===== src/rtl/raster_scheduler.sv =====
// Frame-level controller for the 4-pixel-per-cycle raster generator: validates the frame size,
// steps the generator one beat per issue, and throttles issue with FIFO credits.
module raster_scheduler #(
  parameter  int FIFO_DEPTH = 32,
  parameter  int CW         = 10,
  localparam int CRW        = $clog2(FIFO_DEPTH + 1)
) (
  input  logic           aclk,
  input  logic           aresetn,
  input  logic           start,
  input  logic           abort,
  input  logic [15:0]    width,
  input  logic [15:0]    height,
  input  logic           retire,
  output logic           gen_clr,
  output logic           gen_en,
  output logic           issue_valid,
  output logic           issue_sof,
  output logic           issue_eol,
  output logic [CW-1:0]  x_base,
  output logic [CW-1:0]  y_cur,
  output logic [CRW-1:0] credits,
  output logic           busy,
  output logic           done,
  output logic           cfg_err,
  output logic           proto_err
);

  typedef enum logic [1:0] {IDLE, LOAD, RUN, DRAIN} state_t;

  localparam logic [16:0]    MAX_DIM = 17'(2 ** CW);
  localparam logic [CRW-1:0] FULL    = CRW'(FIFO_DEPTH);

  state_t         state_q, state_d;
  logic [CRW-1:0] credits_q;
  logic [CW-1:0]  x_q, y_q;
  logic [15:0]    w_q, h_q;
  logic           done_q, cfg_err_q, proto_q;
  logic           issue, size_ok, x_last, y_last, full, ret_ok;

  assign full    = (credits_q == FULL);
  assign issue   = aresetn && (state_q == RUN) && (credits_q != '0) && !abort;
  // A retire only counts if it has somewhere to go; the issue in the same cycle makes room.
  assign ret_ok  = retire && (!full || issue);
  assign x_last  = (16'(x_q) == (w_q - 16'd4));
  assign y_last  = (16'(y_q) == (h_q - 16'd1));
  assign size_ok = (width != 16'd0) && (width[1:0] == 2'b00) && ({1'b0, width} <= MAX_DIM) &&
                   (height != 16'd0) && ({1'b0, height} <= MAX_DIM);

  always_comb begin
    state_d = state_q;
    case (state_q)
      IDLE:    if (start) state_d = LOAD;
      LOAD:    state_d = size_ok ? RUN : IDLE;
      RUN:     if (abort || (issue && x_last && y_last)) state_d = DRAIN;
      DRAIN:   if (full) state_d = IDLE;
      default: state_d = IDLE;
    endcase
  end

  always_ff @(posedge aclk) begin
    if (!aresetn) begin
      state_q   <= IDLE;
      credits_q <= FULL;
      x_q       <= '0;
      y_q       <= '0;
      w_q       <= '0;
      h_q       <= '0;
      done_q    <= 1'b0;
      cfg_err_q <= 1'b0;
      proto_q   <= 1'b0;
    end else begin
      state_q   <= state_d;
      done_q    <= (state_q == DRAIN) && full;
      cfg_err_q <= (state_q == LOAD) && !size_ok;

      if (issue && !ret_ok)      credits_q <= credits_q - CRW'(1);
      else if (!issue && ret_ok) credits_q <= credits_q + CRW'(1);

      if (state_q == LOAD) begin
        w_q     <= width;
        h_q     <= height;
        x_q     <= '0;
        y_q     <= '0;
        proto_q <= 1'b0;
      end else if (issue) begin
        if (x_last) begin
          x_q <= '0;
          y_q <= y_q + CW'(1);
        end else begin
          x_q <= x_q + CW'(4);
        end
      end

      if (retire && full && !issue) proto_q <= 1'b1;
    end
  end

  assign gen_clr     = !aresetn || (state_q == LOAD);
  assign gen_en      = issue;
  assign issue_valid = issue;
  assign issue_sof   = issue && (x_q == '0) && (y_q == '0);
  assign issue_eol   = issue && x_last;
  assign x_base      = x_q;
  assign y_cur       = y_q;
  assign credits     = credits_q;
  assign busy        = (state_q != IDLE);
  assign done        = done_q;
  assign cfg_err     = cfg_err_q;
  assign proto_err   = proto_q;

endmodule

===== config.mk =====
export PLATFORM = sky130hd
export DESIGN_NAME = raster_scheduler
export DESIGN_NICKNAME = d
export VERILOG_FILES = /design/src/rtl/raster_scheduler.sv
export SDC_FILE = /design/constraint.sdc
export NUM_CORES = 1
export LEC_CHECK = 0
export CAP_MARGIN = 20
export CORE_ASPECT_RATIO = 1.75
export CORE_MARGIN = 2
export CORE_UTILIZATION = 40
export CTS_CLUSTER_SIZE = 24
export DETAILED_ROUTE_END_ITERATION = 8
export GPL_TIMING_DRIVEN = 0
export PLACE_DENSITY = 0.72
export SLEW_MARGIN = 5
export SYNTH_ARGS = -nofsm -noshare
export SYNTH_HDL_FRONTEND = slang
export SYNTH_SLANG_ARGS = --single-unit

===== constraint.sdc =====
create_clock -name aclk -period 4.25 [get_ports aclk]
set_input_delay 0.85 -clock aclk [delete_from_list [all_inputs] [get_ports aclk]]
set_output_delay 0.85 -clock aclk [all_outputs]
set_load 0.1 [all_outputs]

==> flow_summary_export.csv <==
group,metric,value,unit
place,placed_cell_area,4250,um2
clock_tree,htreeDepth,3,
synth,synthSimpleGateAreaFrac,23.8,%
global_routing,grt_max_degree,12,
synth,synth_seq_area_share,35.8,%
timing,maxSlewViolCount,0,
floorplan,die_y,126,um
synth,synth_edf_count,0,
critical_path,crit_path_cell_trace,"clkdlybuf4s50_1 > nor4bb_1 > o31a_1 > clkbuf_2 > buf_4 > dlygate4sd2_1",
synth,synthMuxAreaShare,1.80,%
finish,nNetsFinal,520,
clock_tree,cts_tree,"built",
hold_path,worstHoldPathType,"reg2reg",
finish,syn_to_final_growth,33.0,%
timing,rsz0062_at_grt,"yes",
global_routing,groute.usage.overall,20.4,%
critical_path,cp-start-kind,"input pin",
critical_path,crit_cells,6,
status,status,"finished clean",
synth,synth_seq_cells,61,
timing,hold_violations,0,
synth,netlist_area,3410,um2
timing,min_period,4.08,ns
place,port_buffers,69,
synth,synthXorXnorAreaFrac,8.21,%
global_routing,grt-ovfl-total,0,
critical_path,startpoint,"aresetn",
clock_tree,numCtsBuffers,9,
clock_tree,cts_hold_buf,0,
timing,slew_headroom,34.7,%
routing,wirelength,9.37,mm
routing,dr.pass1.iters,4,
floorplan,dieArea,9320,um2
synth,syn_area_per_cell,8.73,um2
synth,synthAdderAreaFrac,4.25,%
synth,yosys_warnings,0,
place,dpl.hpwl,7.00,mm
synth,ys_async_sr_fraction,0,%
flow_run,cap_violations,0,
floorplan,boundaryPins,72,
critical_path,rr_endpoint,"credits[5]",
clock_tree,cts_root_buf,"clkbuf_16",
timing,fmax,245,MHz
global_routing,grt_pass1_vias,3196,
power_and_ir_drop,powerDensity,358,nW/um2
timing,postLayoutSetupSlackWorst,0.175,ns
clock_tree,cts.sinks,61,
synth,syn-instance-count,391,
critical_path,cp_num_buf_inv,4,
place,dp_cells,576,
floorplan,start_util,41.1,%
global_routing,grt_pass1_wl,14.9,mm
critical_path,cp_top_family,"buffers and inverters",
routing,vias_per_cell,5.57,
finish,insertedDiodeCount,0,
clock_tree,worstSkewPairLatency,0.33,ns
place,gp_congestion,0.847,
floorplan,die_x,73.8,um
finish,final_cells,592,
critical_path,r2r-start,"credits[0]",
timing,worst_pin_slew,0.976,ns
routing,drtIter0Drc,195,
routing,ant_nets,0,
critical_path,critical_path_required,3.40,ns
global_routing,antenna_found_initial,0,
clock_tree,clk_pin_slew_worst_paths,0.05,ns
synth,yosysUniqueCellTypes,63,
critical_path,crit_path_top_delay_cell,"dlygate4sd2_1",
critical_path,path_max_fanout,11,
routing,via_count,3295,
timing,fin_crit_sh,95.9,%
timing,finClkSkew,0.00707,ns
routing,post-route-drc-count,0,
timing,setup_viol,0,
floorplan,core,8310,um2
synth,ys.flop_type,"dfxtp_1",
synth,synth_compound_area_share,20.7,%
critical_path,cpPeakStageDelay,0.84,ns
critical_path,reg2reg_slack,0.79,ns
timing,holdWs,0.483,ns
synth,synthDominantCellAreaShare,35.8,%
finish,final_cell_mix,"64 x clkdlybuf4s50_1, 61 x dfxtp_1, 28 x a22o_1",
finish,final_common_cell,"clkdlybuf4s50_1",
critical_path,criticalPathCategory,"in2out",
critical_path,endpoint,"issue_valid",
clock_tree,post-cts-setup-buffer-count,0,
critical_path,arrival,3.23,ns
critical_path,r2r_cells,12,
clock_tree,clock_path_buffers,2,
power_and_ir_drop,leakage,1.79,nW
finish,drive_above_1_share,7.55,%
finish,stdcell_area,4540,um2
place,pre_cts_slack,-0.547,ns
finish,fillCellCount,769,
floorplan,row_count,44,
power_and_ir_drop,ir_drop,0.226,mV
routing,wire_per_inst,15.8,um
synth,synth_top_family_by_area,"simple AND/OR/NAND/NOR gates",
synth,synth.largest_area_cell,"dfxtp_1",
synth,synth.area.top_cells,"dfxtp_1 36%, a22o_1 7.2%, xnor2_1 4.9%",
critical_path,cp-end-kind,"output pin",
==> worst min path at each step <==
stage | cells past startpoint | end | start
global route | 2 | proto_err | proto_err
detailed placement | 1 | w_q[15] | w_q[15]
floorplan | 1 | w_q[15] | w_q[15]
global placement | 1 | w_q[14] | w_q[14]
CTS | 2 | proto_err | proto_err
finish | 2 | proto_err | proto_err
==> what timing repair did <==
action	in CTS	in global routing
gates resized for setup	8	4
setup endpoints to repair	4	3
hold endpoints to repair	0	0
==> power by group <==
group | total, mW | switching, mW | leakage (nW) | internal [mW]
sequential | 0.614 | 0.0211 | 0.496 | 0.593
clock | 0.728 | 0.261 | 0.143 | 0.468
combinational | 0.283 | 0.164 | 1.15 | 0.118
total | 1.63 | 0.446 | 1.79 | 1.18
==> synth_stat cells (2+ instances only) <==
cell / n
clkbuf_1: 17
and3_1: 4
nand3_1: 7
ha_1: 10
a31oi_1: 3
nand2b_1: 7
and2_1: 3
o31a_1: 2
nor2_1: 22
nor3b_1: 3
a22o_1: 28
buf_4: 3
dfxtp_1: 61
a21o_1: 5
nor2b_1: 8
nor3_1: 10
or4_1: 6
nor4_1: 14
o21ba_2: 2
mux2i_1: 5
nand4b_1: 2
buf_6: 2
o21ai_0: 16
nand3b_1: 2
and4_1: 4
a21oi_1: 14
o31ai_1: 2
nor4b_1: 2
or2_2: 4
or3_1: 13
nand4_1: 8
buf_2: 2
xnor2_1: 19
nand2_1: 24
inv_1: 17
xor2_1: 13
==> metrics by stage <==
step	setup TNS [ns]	power (mW)	utilization, %
6_report	0	1.63	54.6
3_5_place_dp	-0.956	0.906	51.2
3_3_place_gp	-1.16	0.901	51.2
5_1_grt	-0.0156	1.68	54.6
4_1_cts	0	1.63	54.6
2_1_floorplan	0	0.818	-
==> state kept, by name, indices dropped and copies added (netlist names) <==
signal and count:
h_q 16, done 1, w_q 16, y_cur 10, x_base 8, state_q 2, cfg_err 1, credits 6
proto_err 1
==> worst min-delay path, cell delays in order (launching register included) <==
cell	delay [ns]
dfxtp_1	0.33
nand2_1	0.05
o21ai_0	0.06
==> logic make-up after synthesis <==
| family | Yosys count |
|---|---|
| DFF | 61 |
| muxes | 6 |
| adders and majority gates | 11 |
| xor gates and xnor gates | 32 |
| and+or+nand+nor | 145 |
| AOI/OAI and AO/OA | 94 |
| other | 1 |
| buffers and inverters | 41 |
==> layout make-up <==
cell class / count / area [um2] / share of cell area (%)
Multi-Input combinational cell: 290 / 2010 / 44.3
Sequential cell: 61 / 1220 / 26.9
Timing Repair Buffer: 69 / 683 / 15.0
Clock buffer: 12 / 246 / 5.43
Tap cell: 115 / 144 / 3.17
Buffer: 24 / 120 / 2.65
Inverter: 17 / 63.8 / 1.41
Clock inverter: 4 / 47.5 / 1.05
==> per-layer routing <==
| layer | routed length, um | vias up | GRT usage, % |
|---|---|---|---|
| li1 | - | 1590 | - |
| met1 | 3830 | 1588 | 24.2 |
| met2 | 4930 | 96 | 35.6 |
| met3 | 387 | 21 | 2.80 |
| met4 | 224 | 0 | 8.77 |
| met5 | 0 | - | 0 |
Note: power is estimated with default switching activity, not from simulation.
